==> config.mk <==
export PLATFORM = sky130hd
export DESIGN_NAME = toy_cpu_core
export DESIGN_NICKNAME = d
export VERILOG_FILES = /design/src/rtl/toy_cpu_pkg.sv /design/src/rtl/toy_cpu_alu.sv /design/src/rtl/toy_cpu_core.sv
export SDC_FILE = /design/constraint.sdc
export NUM_CORES = 1
export LEC_CHECK = 0
export ABC_AREA = 1
export ABC_CLOCK_PERIOD_IN_PS = 2350
export BUFFER_PORTS_ARGS = -buffer_cell sky130_fd_sc_hd__buf_2
export CAP_MARGIN = 10
export CORE_MARGIN = 5
export CORE_UTILIZATION = 55
export DETAILED_ROUTE_END_ITERATION = 8
export PLACE_DENSITY = 0.7
export SLEW_MARGIN = 20
export SYNTH_ARGS = -nofsm -noshare
export SYNTH_HDL_FRONTEND = slang
export SYNTH_HIERARCHICAL = 1
export SYNTH_SLANG_ARGS = --single-unit
==> constraint.sdc <==
create_clock -name clk -period 2.35 [get_ports clk]
set_clock_uncertainty 0.05 [all_clocks]
set_input_delay 0.1175 -clock clk [delete_from_list [all_inputs] [get_ports clk]]
set_output_delay 0.1175 -clock clk [all_outputs]
set_load 0.1 [all_outputs]
==> src/rtl/toy_cpu_pkg.sv <==
// Shared opcode encoding and helpers for the two-stage toy processor core.
// Imported by the ALU and the core top.
package toy_cpu_pkg;

   localparam int unsigned OPCODE_W = 3;

   typedef logic [OPCODE_W-1:0] opcode_t;

   localparam opcode_t OP_NOP = 3'b000;
   localparam opcode_t OP_LDI = 3'b001;
   localparam opcode_t OP_ADD = 3'b010;
   localparam opcode_t OP_SUB = 3'b011;
   localparam opcode_t OP_AND = 3'b100;
   localparam opcode_t OP_OR  = 3'b101;
   localparam opcode_t OP_XOR = 3'b110;
   localparam opcode_t OP_OUT = 3'b111;

   function automatic logic op_sets_carry(input opcode_t op);
      return (op == OP_ADD) || (op == OP_SUB);
   endfunction

endpackage

==> src/rtl/toy_cpu_alu.sv <==
// Combinational ALU for the toy core: computes the result, carry/borrow and zero
// flags, and whether the opcode produces a register result.
module toy_cpu_alu
   import toy_cpu_pkg::*;
#(
   parameter int unsigned DATA_W = 8
) (
   input  opcode_t           opcode,
   input  logic [DATA_W-1:0] a,
   input  logic [DATA_W-1:0] b,
   input  logic [DATA_W-1:0] imm,
   output logic [DATA_W-1:0] result,
   output logic              carry,
   output logic              zero,
   output logic              writes_reg
);

   always_comb begin
      result     = '0;
      carry      = 1'b0;
      writes_reg = 1'b1;
      unique case (opcode)
         OP_LDI: result = imm;
         OP_ADD: {carry, result} = {1'b0, a} + {1'b0, b};
         OP_SUB: begin
            result = a - b;
            carry  = (a < b);
         end
         OP_AND: result = a & b;
         OP_OR:  result = a | b;
         OP_XOR: result = a ^ b;
         default: writes_reg = 1'b0;
      endcase
      zero = (result == '0);
   end

endmodule

==> src/rtl/toy_cpu_core.sv <==
// Two-stage in-order toy core: RD stage reads the register file (with EX bypass),
// EX/WB stage runs the ALU and commits register, flag and output-port updates.
module toy_cpu_core
   import toy_cpu_pkg::*;
#(
   parameter  int unsigned DATA_W   = 8,
   parameter  int unsigned NUM_REGS = 8,
   localparam int unsigned REG_AW   = $clog2(NUM_REGS)
) (
   input  logic                clk,
   input  logic                rst,
   input  logic                op_valid,
   input  logic [OPCODE_W-1:0] opcode,
   input  logic [REG_AW-1:0]   src_a,
   input  logic [REG_AW-1:0]   src_b,
   input  logic [REG_AW-1:0]   dest,
   input  logic [DATA_W-1:0]   imm,
   output logic [DATA_W-1:0]   out,
   output logic                out_valid,
   output logic                flag_z,
   output logic                flag_c
);

   logic              ex_valid_q, ex_valid_d;
   opcode_t           ex_op_q, ex_op_d;
   logic [REG_AW-1:0] ex_dest_q, ex_dest_d;
   logic [DATA_W-1:0] ex_a_q, ex_a_d;
   logic [DATA_W-1:0] ex_b_q, ex_b_d;
   logic [DATA_W-1:0] ex_imm_q, ex_imm_d;

   logic [DATA_W-1:0] rf_q [NUM_REGS];
   logic [DATA_W-1:0] rf_d [NUM_REGS];

   logic [DATA_W-1:0] out_q, out_d;
   logic              out_valid_q, out_valid_d;
   logic              flag_z_q, flag_z_d;
   logic              flag_c_q, flag_c_d;

   logic [DATA_W-1:0] alu_result;
   logic              alu_carry;
   logic              alu_zero;
   logic              alu_writes;
   logic              wb_en;
   logic [DATA_W-1:0] rd_a, rd_b;

   toy_cpu_alu #(
      .DATA_W(DATA_W)
   ) u_alu (
      .opcode    (ex_op_q),
      .a         (ex_a_q),
      .b         (ex_b_q),
      .imm       (ex_imm_q),
      .result    (alu_result),
      .carry     (alu_carry),
      .zero      (alu_zero),
      .writes_reg(alu_writes)
   );

   // One enable drives both the write port and the bypass so they can never disagree.
   assign wb_en = ex_valid_q && alu_writes && (ex_dest_q != '0);

   always_comb begin
      rd_a = rf_q[src_a];
      rd_b = rf_q[src_b];
      if (wb_en && (ex_dest_q == src_a)) rd_a = alu_result;
      if (wb_en && (ex_dest_q == src_b)) rd_b = alu_result;
      if (src_a == '0) rd_a = '0;
      if (src_b == '0) rd_b = '0;
   end

   always_comb begin
      ex_valid_d = op_valid;
      ex_op_d    = op_valid ? opcode_t'(opcode) : OP_NOP;
      ex_dest_d  = dest;
      ex_a_d     = rd_a;
      ex_b_d     = rd_b;
      ex_imm_d   = imm;

      rf_d = rf_q;
      if (wb_en) rf_d[ex_dest_q] = alu_result;

      flag_z_d    = flag_z_q;
      flag_c_d    = flag_c_q;
      out_d       = out_q;
      out_valid_d = 1'b0;
      if (ex_valid_q) begin
         if (alu_writes) flag_z_d = alu_zero;
         if (op_sets_carry(ex_op_q)) flag_c_d = alu_carry;
         if (ex_op_q == OP_OUT) begin
            out_d       = ex_a_q;
            out_valid_d = 1'b1;
         end
      end
   end

   always_ff @(posedge clk) begin
      if (rst) begin
         ex_valid_q  <= 1'b0;
         ex_op_q     <= OP_NOP;
         ex_dest_q   <= '0;
         ex_a_q      <= '0;
         ex_b_q      <= '0;
         ex_imm_q    <= '0;
         rf_q        <= '{default: '0};
         out_q       <= '0;
         out_valid_q <= 1'b0;
         flag_z_q    <= 1'b0;
         flag_c_q    <= 1'b0;
      end else begin
         ex_valid_q  <= ex_valid_d;
         ex_op_q     <= ex_op_d;
         ex_dest_q   <= ex_dest_d;
         ex_a_q      <= ex_a_d;
         ex_b_q      <= ex_b_d;
         ex_imm_q    <= ex_imm_d;
         rf_q        <= rf_d;
         out_q       <= out_d;
         out_valid_q <= out_valid_d;
         flag_z_q    <= flag_z_d;
         flag_c_q    <= flag_c_d;
      end
   end

   assign out       = out_q;
   assign out_valid = out_valid_q;
   assign flag_z    = flag_z_q;
   assign flag_c    = flag_c_q;

endmodule

==> results of run 1 <==
stage by stage:
stage	TNS, ps	util [%]	hold WS, ps	total power [W]	worst slack, ps
detailed placement	0	58.8	273	0.00247	31.1
floorplan	0	-	174	0.00229	301
finish	0	63.8	203	0.00393	146
global placement	0	58.8	266	0.00247	59.3
CTS	0	62.9	197	0.00393	0.909
global route	-82.4	63.8	201	0.00410	-30.2
metal layers:
metal | track usage (%) | vias up | part of all wire, %
met5 | 0 | - | 0
met4 | 11.1 | 0 | 3.1
met3 | 4.87 | 49 | 6.5
met2 | 46.5 | 260 | 48
met1 | 35.9 | 2830 | 42
li1 | - | 3216 | -
layout by cell type, fill, tap and decap left out, drive strengths merged, types with 3 or more instances in the layout:
cell type and count:
nand3 123, o21ai 73, buf 65, inv 89, or2 3, clkinv 12
nor2 116, dlygate4sd3 18, ha 24, nand2 264, nor3 5, clkbuf 13
dfxtp 106, nand4 4, a21oi 88
kinds of logic after synthesis:
kind of cell | synth area share [%]
flip-flops | 34.0
buffers and inverters | 9.46
XOR/XNOR | 0.561
AO/OA/AOI/OAI | 14.5
AND/OR/NAND/NOR | 36.0
adder cells (fa/ha/maj) | 5.45
worst min-delay path: stages:
cell	delay, ps
buf_2	100
buf_4	230
nor2_1	120
final timing paths:
path,from,endpoint,slack [ps],depth (start not counted)
worst max-delay path,ex_a_q[0]$_SDFF_PP0_,flag_c$_SDFFE_PP0P_,150,10
worst min-delay path,rst,rf_q[61]$_SDFFE_PP0P_,200,3
worst max register to register,ex_a_q[0]$_SDFF_PP0_,flag_c$_SDFFE_PP0P_,150,10
worst min register to register,rf_q[60]$_SDFFE_PP0P_,rf_q[60]$_SDFFE_PP0P_,390,2
cell type report:
type                    instances  area (µm²)
fillers                      1089        4080
multi-input cells             718        3610
flip-flops and latches        106        2130
repair buffers                 83         623
inverters                      99         378
clock buffers                  13         260
well taps                     143         179
clock inverters                 3        22.5
registers in the layout, indices dropped and copies added (netlist names), 3 cells and up:
name and cells:
ex_a_q 8, ex_dest_q 3, ex_b_q 8, ex_imm_q 8, ex_op_q 3, rf_q 64, out 8
what timing repair did:
action	in CTS	in global routing
gates resized for setup	0	21
setup endpoints to repair	0	39
hold buffers	18	0
setup buffers	0	1
endpoints found under the hold margin	15	0
report_power, final:
part           switching (W)  internal, W  total (W)
clock network       0.000661     0.000782    0.00144
registers          0.0000340      0.00183    0.00187
logic               0.000402     0.000219   0.000621
==> impl_metrics.py, run 1 <==
metrics = {
    "placed_design": {
        "io_buffers": 33,
        "dp_hpwl_um": 12600,
        "placed_cells": 1130,
        "dpl_cell_area_um2": 6630,
        "gp_congestion": 0.954,
    },
    "critical_path": {
        "slowest_delay_ps": 390,
        "critPathKind": "flop to flop",
        "critPathCaptureType": "flop",
        "path_cells": "ha_1 > fa_2 > nand3_1 > nand3_1 > o21ai_0 > inv_1 > o21ai_0 > o31ai_1 > nor3_1 > nor2_1",
        "cp_data_required_time_ps": 2540,
        "critPathLaunchType": "flop",
        "cp_data_arrival_time_ps": 2400,
        "critPathTopFamily": "adder cells",
        "path_buf_inv": 1,
        "crit_fanout": 4,
        "cp_slowest_cell": "fa_2",
    },
    "final_layout": {
        "final_cell_count_no_fill": 1165,
        "final_area_um2": 7190,
        "nets": 1066,
        "n_antenna_cell": 0,
        "drive_gt1_share_pct": 13.7,
        "area_delta_synth_final_pct": 15.2,
    },
    "yosys": {
        "synth_edf_count": 0,
        "yosys-top-cells-area": "dfxtp_1 34%, nand2_1 16%, nand3_1 9.4%, a21oi_1 6.8%, nor2_1 6.1%",
        "seq_area_frac_synth_pct": 34.0,
        "synth_area_per_cell_um2": 6.46,
        "synth.most_common_cell": "nand2_1",
        "synth_flop_cell": "dfxtp_1",
        "synth_top_area_share_pct": 34.0,
        "netlist_top_cells_count": "261 x nand2_1, 117 x nand3_1, 106 x dfxtp_1",
        "syn_nets": 1015,
        "synth_cell_type_count": 43,
        "yosys.area.top_type": "dfxtp_1",
        "synth_warnings": 6,
        "async_reset_ff_share_pct": 0,
        "synth_seq_cells": 106,
        "netlist_instances": 966,
        "netlist_area_um2": 6240,
    },
    "floorplan": {
        "core-area_um2": 11300,
        "placementRows": 39,
        "die_x_um": 117,
        "start_util_pct": 55.4,
        "die_h_um": 117,
        "die-area_um2": 13600,
        "ios": 34,
    },
    "clocking": {
        "clk_pin_slew_ps": 70,
        "numCtsBuffers": 9,
        "h-tree-depth": 3,
        "cts_sinks": 106,
        "clk-insertion-delay-late_ps": 350,
        "clockBufferDepth": 2,
        "cts_root_buffer": "clkbuf_16",
        "cts_tree": "built",
    },
    "routing": {
        "dr.pass1.iters": 5,
        "drc": 0,
        "ant_nets": 0,
        "viasPerCell": 5.45,
        "vias": 6355,
        "wl_um": 18600,
        "drt_first_iter_violations": 724,
        "wl_per_cell_um": 16.0,
    },
    "sta": {
        "relSlewSlack_pct": 57.7,
        "finalCriticalPeriod_ps": 2200,
        "max_freq_mhz": 454,
        "drv_slew": 0,
        "hold_violations": 0,
        "post-route-period-util_pct": 93.8,
        "setup_viol": 0,
        "worst_pin_slew_ps": 634,
    },
    "global_routing": {
        "antenna_found_initial": 0,
        "grt_usage_pct": 27.9,
        "overflow": 0,
        "grt_max_degree": 35,
        "first_global_vias": 5723,
        "grt_pass1_wl_um": 29400,
    },
    "worst_hold_path": {
        "hp-class": "input pin to flop",
    },
    "pwr": {
        "power_density_nw_per_um2": 546,
        "ir_drop_mv": 0.567,
        "leakagePower_nw": 3.26,
    },
    "run_status": {
        "status": "completed",
    },
    "flow_run": {
        "drv_cap": 0,
    },
}
No activity file was read; power rests on OpenSTA's default activity.
==> inputs of run 2 (changes only) <==
ABC_AREA = 0   (was 1)
ABC_CLOCK_PERIOD_IN_PS = 1900   (was 2350)
PLACE_DENSITY = 0.73   (was 0.7)
clock period = 1.9 ns   (was 2.35 ns; I/O delays follow)
==> run 2 against run 1 <==
The flow now finishes with violations (setup timing). Sequential power up 22%. Register-to-register slack worse by 740 ps. Power up 25%. Die area down 1.4%. Worst setup slack worse by 740 ps. Critical path type unchanged. Largest cell class unchanged.
==> impl_metrics.py, run 2 <==
metrics = {
    "critical_path": {
        "critPathCaptureType": "flop",
        "path_buf_inv": 2,
        "cp_slowest_cell": "fa_2",
        "critPathKind": "flop to flop",
        "critPathTopFamily": "compound AO/OA/AOI/OAI gates",
        "rrSetupSlack_ps": -600,
        "path_cells": "inv_2 > ha_4 > fa_2 > o21ba_4 > o21bai_4 > a221oi_2 > or3b_4 > o2111ai_4 > buf_12 > nor3_2 > a211oi_2",
        "critPathLaunchType": "flop",
        "cp_data_arrival_time_ps": 2760,
        "crit_fanout": 9,
        "slowest_delay_ps": 420,
        "cp_data_required_time_ps": 2170,
    },
    "pwr": {
        "p_total_w": 0.00490,
        "power_density_nw_per_um2": 591,
        "leakagePower_nw": 3.37,
        "ir_drop_mv": 0.719,
    },
    "yosys": {
        "netlist_top_cells_count": "117 x mux2i_1, 106 x dfxtp_1, 66 x nor2_1",
        "seq_area_frac_synth_pct": 34.5,
        "async_reset_ff_share_pct": 0,
        "yosys-top-cells-area": "dfxtp_1 34%, mux2i_1 19%, a22oi_1 5.1%, ha_1 4.9%, nor2_1 4.0%",
        "synth_cell_type_count": 61,
        "synth_top_area_share_pct": 34.5,
        "synth_edf_count": 0,
        "synth_seq_cells": 106,
        "synth_warnings": 6,
        "yosys.area.top_type": "dfxtp_1",
        "netlist_area_um2": 6150,
        "synth_flop_cell": "dfxtp_1",
        "netlist_instances": 692,
        "synth.most_common_cell": "mux2i_1",
        "syn_nets": 741,
        "synth_area_per_cell_um2": 8.89,
    },
    "floorplan": {
        "die_h_um": 116,
        "die_x_um": 116,
        "placementRows": 38,
        "ios": 34,
        "start_util_pct": 56.5,
        "die-area_um2": 13400,
        "core-area_um2": 10900,
    },
    "global_routing": {
        "first_global_vias": 5829,
        "grt_max_degree": 34,
        "overflow": 0,
        "grt_usage_pct": 28.3,
        "antenna_found_initial": 0,
        "grt_pass1_wl_um": 29700,
    },
    "sta": {
        "finalCriticalPeriod_ps": 2500,
        "hold_violations": 0,
        "post-route-period-util_pct": 131,
        "fin_ws_ps": -596,
        "max_freq_mhz": 401,
        "setup_viol": 69,
        "rsz0062_at_grt": "yes",
        "worst_pin_slew_ps": 590,
        "timing.hold.ws_ps": 43.9,
        "drv_slew": 0,
        "relSlewSlack_pct": 60.7,
    },
    "final_layout": {
        "n_antenna_cell": 0,
        "final_cell_mix": "113 x mux2i_1, 103 x buf_4, 97 x dfxtp_1, 64 x nor2_1, 42 x a22oi_1",
        "layout_commonest_cell": "mux2i_1",
        "drive_gt1_share_pct": 34.2,
        "fin_util_pct": 76.2,
        "nets": 872,
        "area_delta_synth_final_pct": 34.9,
        "regMostFlops": "rf_q",
        "seqCellArea_um2": 2150,
        "largest_reg_flops": 64,
        "nFillCells": 764,
        "multi_input_area_um2": 4220,
    },
    "worst_hold_path": {
        "hp-class": "input pin to flop",
    },
    "placed_design": {
        "io_buffers": 33,
        "dp_hpwl_um": 13100,
        "gp_congestion": 0.967,
    },
    "routing": {
        "highest_layer": "met4",
        "dr.pass1.iters": 5,
        "drt_first_iter_violations": 515,
        "wl_met1_um": 7740,
        "ant_nets": 0,
        "wl_per_cell_um": 19.8,
        "viasPerCell": 5.99,
        "wl_met3_um": 1180,
        "wl_met2_um": 9370,
        "wl_um": 19200,
        "drc": 0,
        "vias": 5791,
    },
    "flow_run": {
        "drv_cap": 0,
    },
    "clocking": {
        "h-tree-depth": 3,
        "cts_sinks": 106,
        "clk_pin_slew_ps": 100,
        "cts_root_buffer": "clkbuf_8",
        "clk-insertion-delay-late_ps": 390,
        "cts_tree": "built",
        "numCtsBuffers": 9,
        "clockBufferDepth": 2,
    },
    "run_status": {
        "violations": "setup timing",
        "status": "complete, but fails checks",
    },
}
[run 2: layout make-up]
| type | count | area share [%] |
|---|---|---|
| Multi-Input combinational cell | 503 | 50.8 |
| Sequential cell | 106 | 25.9 |
| Timing Repair Buffer | 180 | 17.7 |
| Tap cell | 140 | 2.11 |
| Clock buffer | 10 | 1.66 |
| Inverter | 23 | 1.07 |
| Clock inverter | 5 | 0.754 |
[run 2: power breakdown]
group	switching (W)	internal [W]
registers	0.0000344	0.00226
clock network	0.000797	0.000650
logic	0.000615	0.000550
total	0.00145	0.00346
[run 2: cell families (layout without fill, tap and decap cells)]
| kind of cell | after synthesis | count (layout) | synth area share [%] |
|---|---|---|---|
| flip-flops | 106 | 106 | 34.5 |
| adder cells (fa/ha/maj) | 26 | 26 | 5.53 |
| AND/OR/NAND/NOR | 203 | 203 | 16.8 |
| XOR/XNOR | 8 | 8 | 1.14 |
| buffers and inverters | 83 | 218 | 6.02 |
| AO/OA/AOI/OAI | 149 | 149 | 17.0 |
| multiplexers | 117 | 117 | 19.0 |
[run 2: worst paths after layout]
check,start,endpoint,cells past startpoint
setup / recovery,ex_a_q[0]$_SDFF_PP0_,ex_a_q[6]$_SDFF_PP0_,11
hold / removal,rst,ex_imm_q[3]$_SDFF_PP0_,2
setup reg to reg,ex_a_q[0]$_SDFF_PP0_,ex_a_q[6]$_SDFF_PP0_,11
hold reg to reg,out[6]$_SDFFE_PP0P_,out[6]$_SDFFE_PP0P_,2
[run 2: through the flow]
| stage | worst slack [ps] | instances | TNS [ps] | area [µm²] |
|---|---|---|---|---|
| 6_report | -596 | 967 | -27660 | 8300 |
| 5_1_grt | -769 | 967 | -34500 | 8300 |
| 4_1_cts | -595 | 959 | -25450 | 7890 |
| 3_5_place_dp | -572 | 920 | -25080 | 7260 |
| 3_3_place_gp | -610 | 920 | -23190 | 7260 |
| 2_1_floorplan | -473 | 692 | -16260 | 6410 |
[run 2: timing repair]
item	in CTS	in global routing
setup endpoints to repair	73	74
buffers inserted	9	7
pin swaps	11	25
resized for setup	46	73
hold endpoints to repair	15	0
hold buffers	15	0
cloned	0	2
[run 2: metal layers]
| metal | track usage, % | up-vias |
|---|---|---|
| met2 | 48.6 | 243 |
| met1 | 33.5 | 2790 |
| li1 | - | 2697 |
| met3 | 6.63 | 61 |
| met5 | 0 | - |
| met4 | 13.0 | 0 |
==> inputs of run 3 (changes only) <==
CORE_UTILIZATION = 50   (was 55)
PLACE_DENSITY = 0.67   (was 0.73)
SYNTH_HIERARCHICAL = not set   (was 1)
==> run 3 against run 2 <==
The run still ends with setup timing left. Wire length shrank 8.7%. Synthesized area fell by 4.8%. Sequential power hardly changed.
==> impl_metrics.py, run 3 <==
metrics = {
    "run_status": {
        "status": "complete, but fails checks",
        "violations": "setup timing",
    },
    "critical_path": {
        "cp_slowest_cell": "or4_4",
        "slowest_delay_ps": 420,
        "cp_data_arrival_time_ps": 2720,
        "cp_data_required_time_ps": 2130,
        "reg2reg_from": "ex_a_q[1]$_SDFF_PP0_",
        "critPathLaunchType": "flop",
        "rrSetupSlack_ps": -590,
        "worstRegToRegCells": 9,
        "critPathTopFamily": "compound AO/OA/AOI/OAI gates",
        "path_cells": "inv_4 > ha_4 > a21oi_4 > o32ai_4 > or4_4 > o2111a_1 > mux2_4 > o21a_4 > a211oi_2",
        "critPathCaptureType": "flop",
        "regToRegEndpoint": "rf_q[15]$_SDFFE_PP0P_",
        "crit_fanout": 5,
        "critPathKind": "flop to flop",
        "path_buf_inv": 1,
    },
    "global_routing": {
        "grt_max_degree": 53,
        "antenna_found_initial": 0,
        "first_global_vias": 5460,
        "grt_pass1_wl_um": 28200,
        "overflow": 0,
        "grt_usage_pct": 25.0,
    },
    "worst_hold_path": {
        "hp-start": "rst",
        "hp-class": "input pin to flop",
        "worstHoldPathCells": 2,
        "worst_hold_path.endpoint": "ex_imm_q[5]$_SDFF_PP0_",
    },
    "clocking": {
        "cts_tree": "built",
        "cts_sinks": 106,
        "cts_root_buffer": "clkbuf_16",
        "h-tree-depth": 3,
        "clk-insertion-delay-late_ps": 350,
        "numCtsBuffers": 9,
        "clockBufferDepth": 2,
        "clk_pin_slew_ps": 70,
    },
    "placed_design": {
        "io_buffers": 33,
        "placed_cells": 839,
        "dpl_cell_area_um2": 7050,
        "dp_hpwl_um": 11800,
        "gp_congestion": 0.927,
    },
    "floorplan": {
        "die_x_um": 118,
        "core-area_um2": 11500,
        "die_h_um": 118,
        "die-area_um2": 14000,
        "placementRows": 39,
        "start_util_pct": 51.1,
        "ios": 34,
    },
    "yosys": {
        "synth_flop_cell": "dfxtp_1",
        "synth_top_area_share_pct": 36.2,
        "async_reset_ff_share_pct": 0,
        "netlist_instances": 606,
        "synth_seq_cells": 106,
        "netlist_top_cells_count": "106 x dfxtp_1, 80 x nor2_1, 64 x a211oi_1",
        "syn_nets": 655,
        "yosys-top-cells-area": "dfxtp_1 36%, mux4_2 12%, a211oi_1 8.2%, ha_1 5.1%, nor2_1 5.1%",
        "netlist_area_um2": 5860,
        "seq_area_frac_synth_pct": 36.2,
        "yosys.area.top_type": "dfxtp_1",
        "synth_cell_type_count": 62,
        "synth_area_per_cell_um2": 9.66,
        "synth_edf_count": 0,
        "synth.most_common_cell": "dfxtp_1",
        "synth_warnings": 0,
    },
    "routing": {
        "vias": 5237,
        "wl_per_cell_um": 19.6,
        "drc": 0,
        "dr.pass1.iters": 5,
        "viasPerCell": 5.87,
        "wl_um": 17500,
        "ant_nets": 0,
        "drt_first_iter_violations": 426,
    },
    "pwr": {
        "p_comb_share_pct": 11.3,
        "leakagePower_nw": 3.03,
        "pwr-share-clk_pct": 40.6,
        "switching_share_pct": 25.2,
        "internal_power_w": 0.00352,
        "p_seq_share_pct": 48.1,
        "p_sw_w": 0.00119,
        "power_density_nw_per_um2": 576,
        "ir_drop_mv": 0.555,
    },
    "sta": {
        "hold_violations": 0,
        "worst_pin_slew_ps": 599,
        "fin_ws_ps": -594,
        "finalCriticalPeriod_ps": 2490,
        "setup_viol": 65,
        "timing.hold.ws_ps": 60.5,
        "tns_ps": -26650,
        "post-route-period-util_pct": 131,
        "drv_slew": 0,
        "relSlewSlack_pct": 60.1,
        "rsz0062_at_grt": "yes",
        "max_freq_mhz": 401,
    },
    "final_layout": {
        "area_delta_synth_final_pct": 39.8,
        "largest_reg_flops": 64,
        "final_cell_count_no_fill": 892,
        "seqCellArea_um2": 2140,
        "final_cell_mix": "100 x buf_4, 95 x dfxtp_1, 79 x nor2_1, 45 x a211oi_2, 36 x nor2b_1",
        "fin_util_pct": 71.4,
        "final_area_um2": 8190,
        "multi_input_area_um2": 3980,
        "nFillCells": 804,
        "n_antenna_cell": 0,
        "layout_commonest_cell": "buf_4",
        "drive_gt1_share_pct": 45.5,
        "nets": 793,
        "regMostFlops": "rf_q",
    },
    "flow_run": {
        "drv_cap": 0,
    },
}
[run 3: cell types whose count changed in the layout (fill, tap and decap cells not counted), moves of 14 or more]
cell,change
mux4_2,+32
a22oi_1,-40
nor2_1,+15
a211oi_2,+41
nand2_1,-14
a211oi_1,+17
mux2i_1,-87
[run 3: power groups by stage]
stage | logic, W | registers, W | clock network [W]
2_1_floorplan | 0.000270 | 0.00232 | 0
3_3_place_gp | 0.000428 | 0.00232 | 0
3_5_place_dp | 0.000435 | 0.00232 | 0
4_1_cts | 0.000505 | 0.00227 | 0.00195
5_1_grt | 0.000569 | 0.00227 | 0.00205
6_report | 0.000531 | 0.00227 | 0.00191
[run 3: worst max-delay path by stage]
stage,from,to,slack (ps),depth (start not counted)
after floorplan,ex_a_q[3]$_SDFF_PP0_,rf_q[15]$_SDFFE_PP0P_,-610,11
after global placement,ex_b_q[3]$_SDFF_PP0_,rf_q[47]$_SDFFE_PP0P_,-680,9
after detailed placement,ex_b_q[3]$_SDFF_PP0_,rf_q[47]$_SDFFE_PP0P_,-770,9
after CTS,ex_a_q[1]$_SDFF_PP0_,rf_q[47]$_SDFFE_PP0P_,-560,9
after global routing,ex_a_q[0]$_SDFF_PP0_,flag_z$_SDFFE_PP0P_,-690,11
final,ex_a_q[1]$_SDFF_PP0_,rf_q[15]$_SDFFE_PP0P_,-590,9
[run 3: stage by stage]
step / power [W] / worst slack [ps]
after floorplan: 0.00259 / -609
after global routing: 0.00489 / -690
after detailed placement: 0.00276 / -765
after global placement: 0.00275 / -675
final: 0.00471 / -594
after CTS: 0.00472 / -564
[run 3: layout make-up]
cell class | count | area share [%]
Multi-Input combinational cell | 422 | 48.6
Inverter | 30 | 1.53
Tap cell | 143 | 2.19
Clock buffer | 9 | 2.75
Timing Repair Buffer | 175 | 17.8
Clock inverter | 7 | 0.917
Sequential cell | 106 | 26.2
[run 3: what timing repair did]
action,CTS,global route
endpoints found under the setup margin,72,72
pin swaps,40,22
hold buffers,15,0
setup buffers,17,14
cloned,4,1
hold endpoints to repair,15,0
resized for setup,78,35
[run 3: logic make-up (layout without fill, tap and decap cells)]
group | count (synthesis) | after routing | share of synthesized area (%)
AND/OR/NAND/NOR | 189 | 190 | 16.2
AO/OA/AOI/OAI | 139 | 140 | 17.8
flip-flops | 106 | 106 | 36.2
buffers and inverters | 80 | 221 | 5.88
multiplexers | 59 | 59 | 17.0
adder cells (fa/ha/maj) | 26 | 26 | 5.81
XOR/XNOR | 7 | 7 | 1.05
[run 3: layer usage]
layer,wire length [µm],GRT usage [%],vias to the layer above
li1,-,-,2476
met1,7350,31.0,2542
met2,8700,42.6,172
met3,876,4.87,47
met4,573,9.96,0
met5,0,0,-
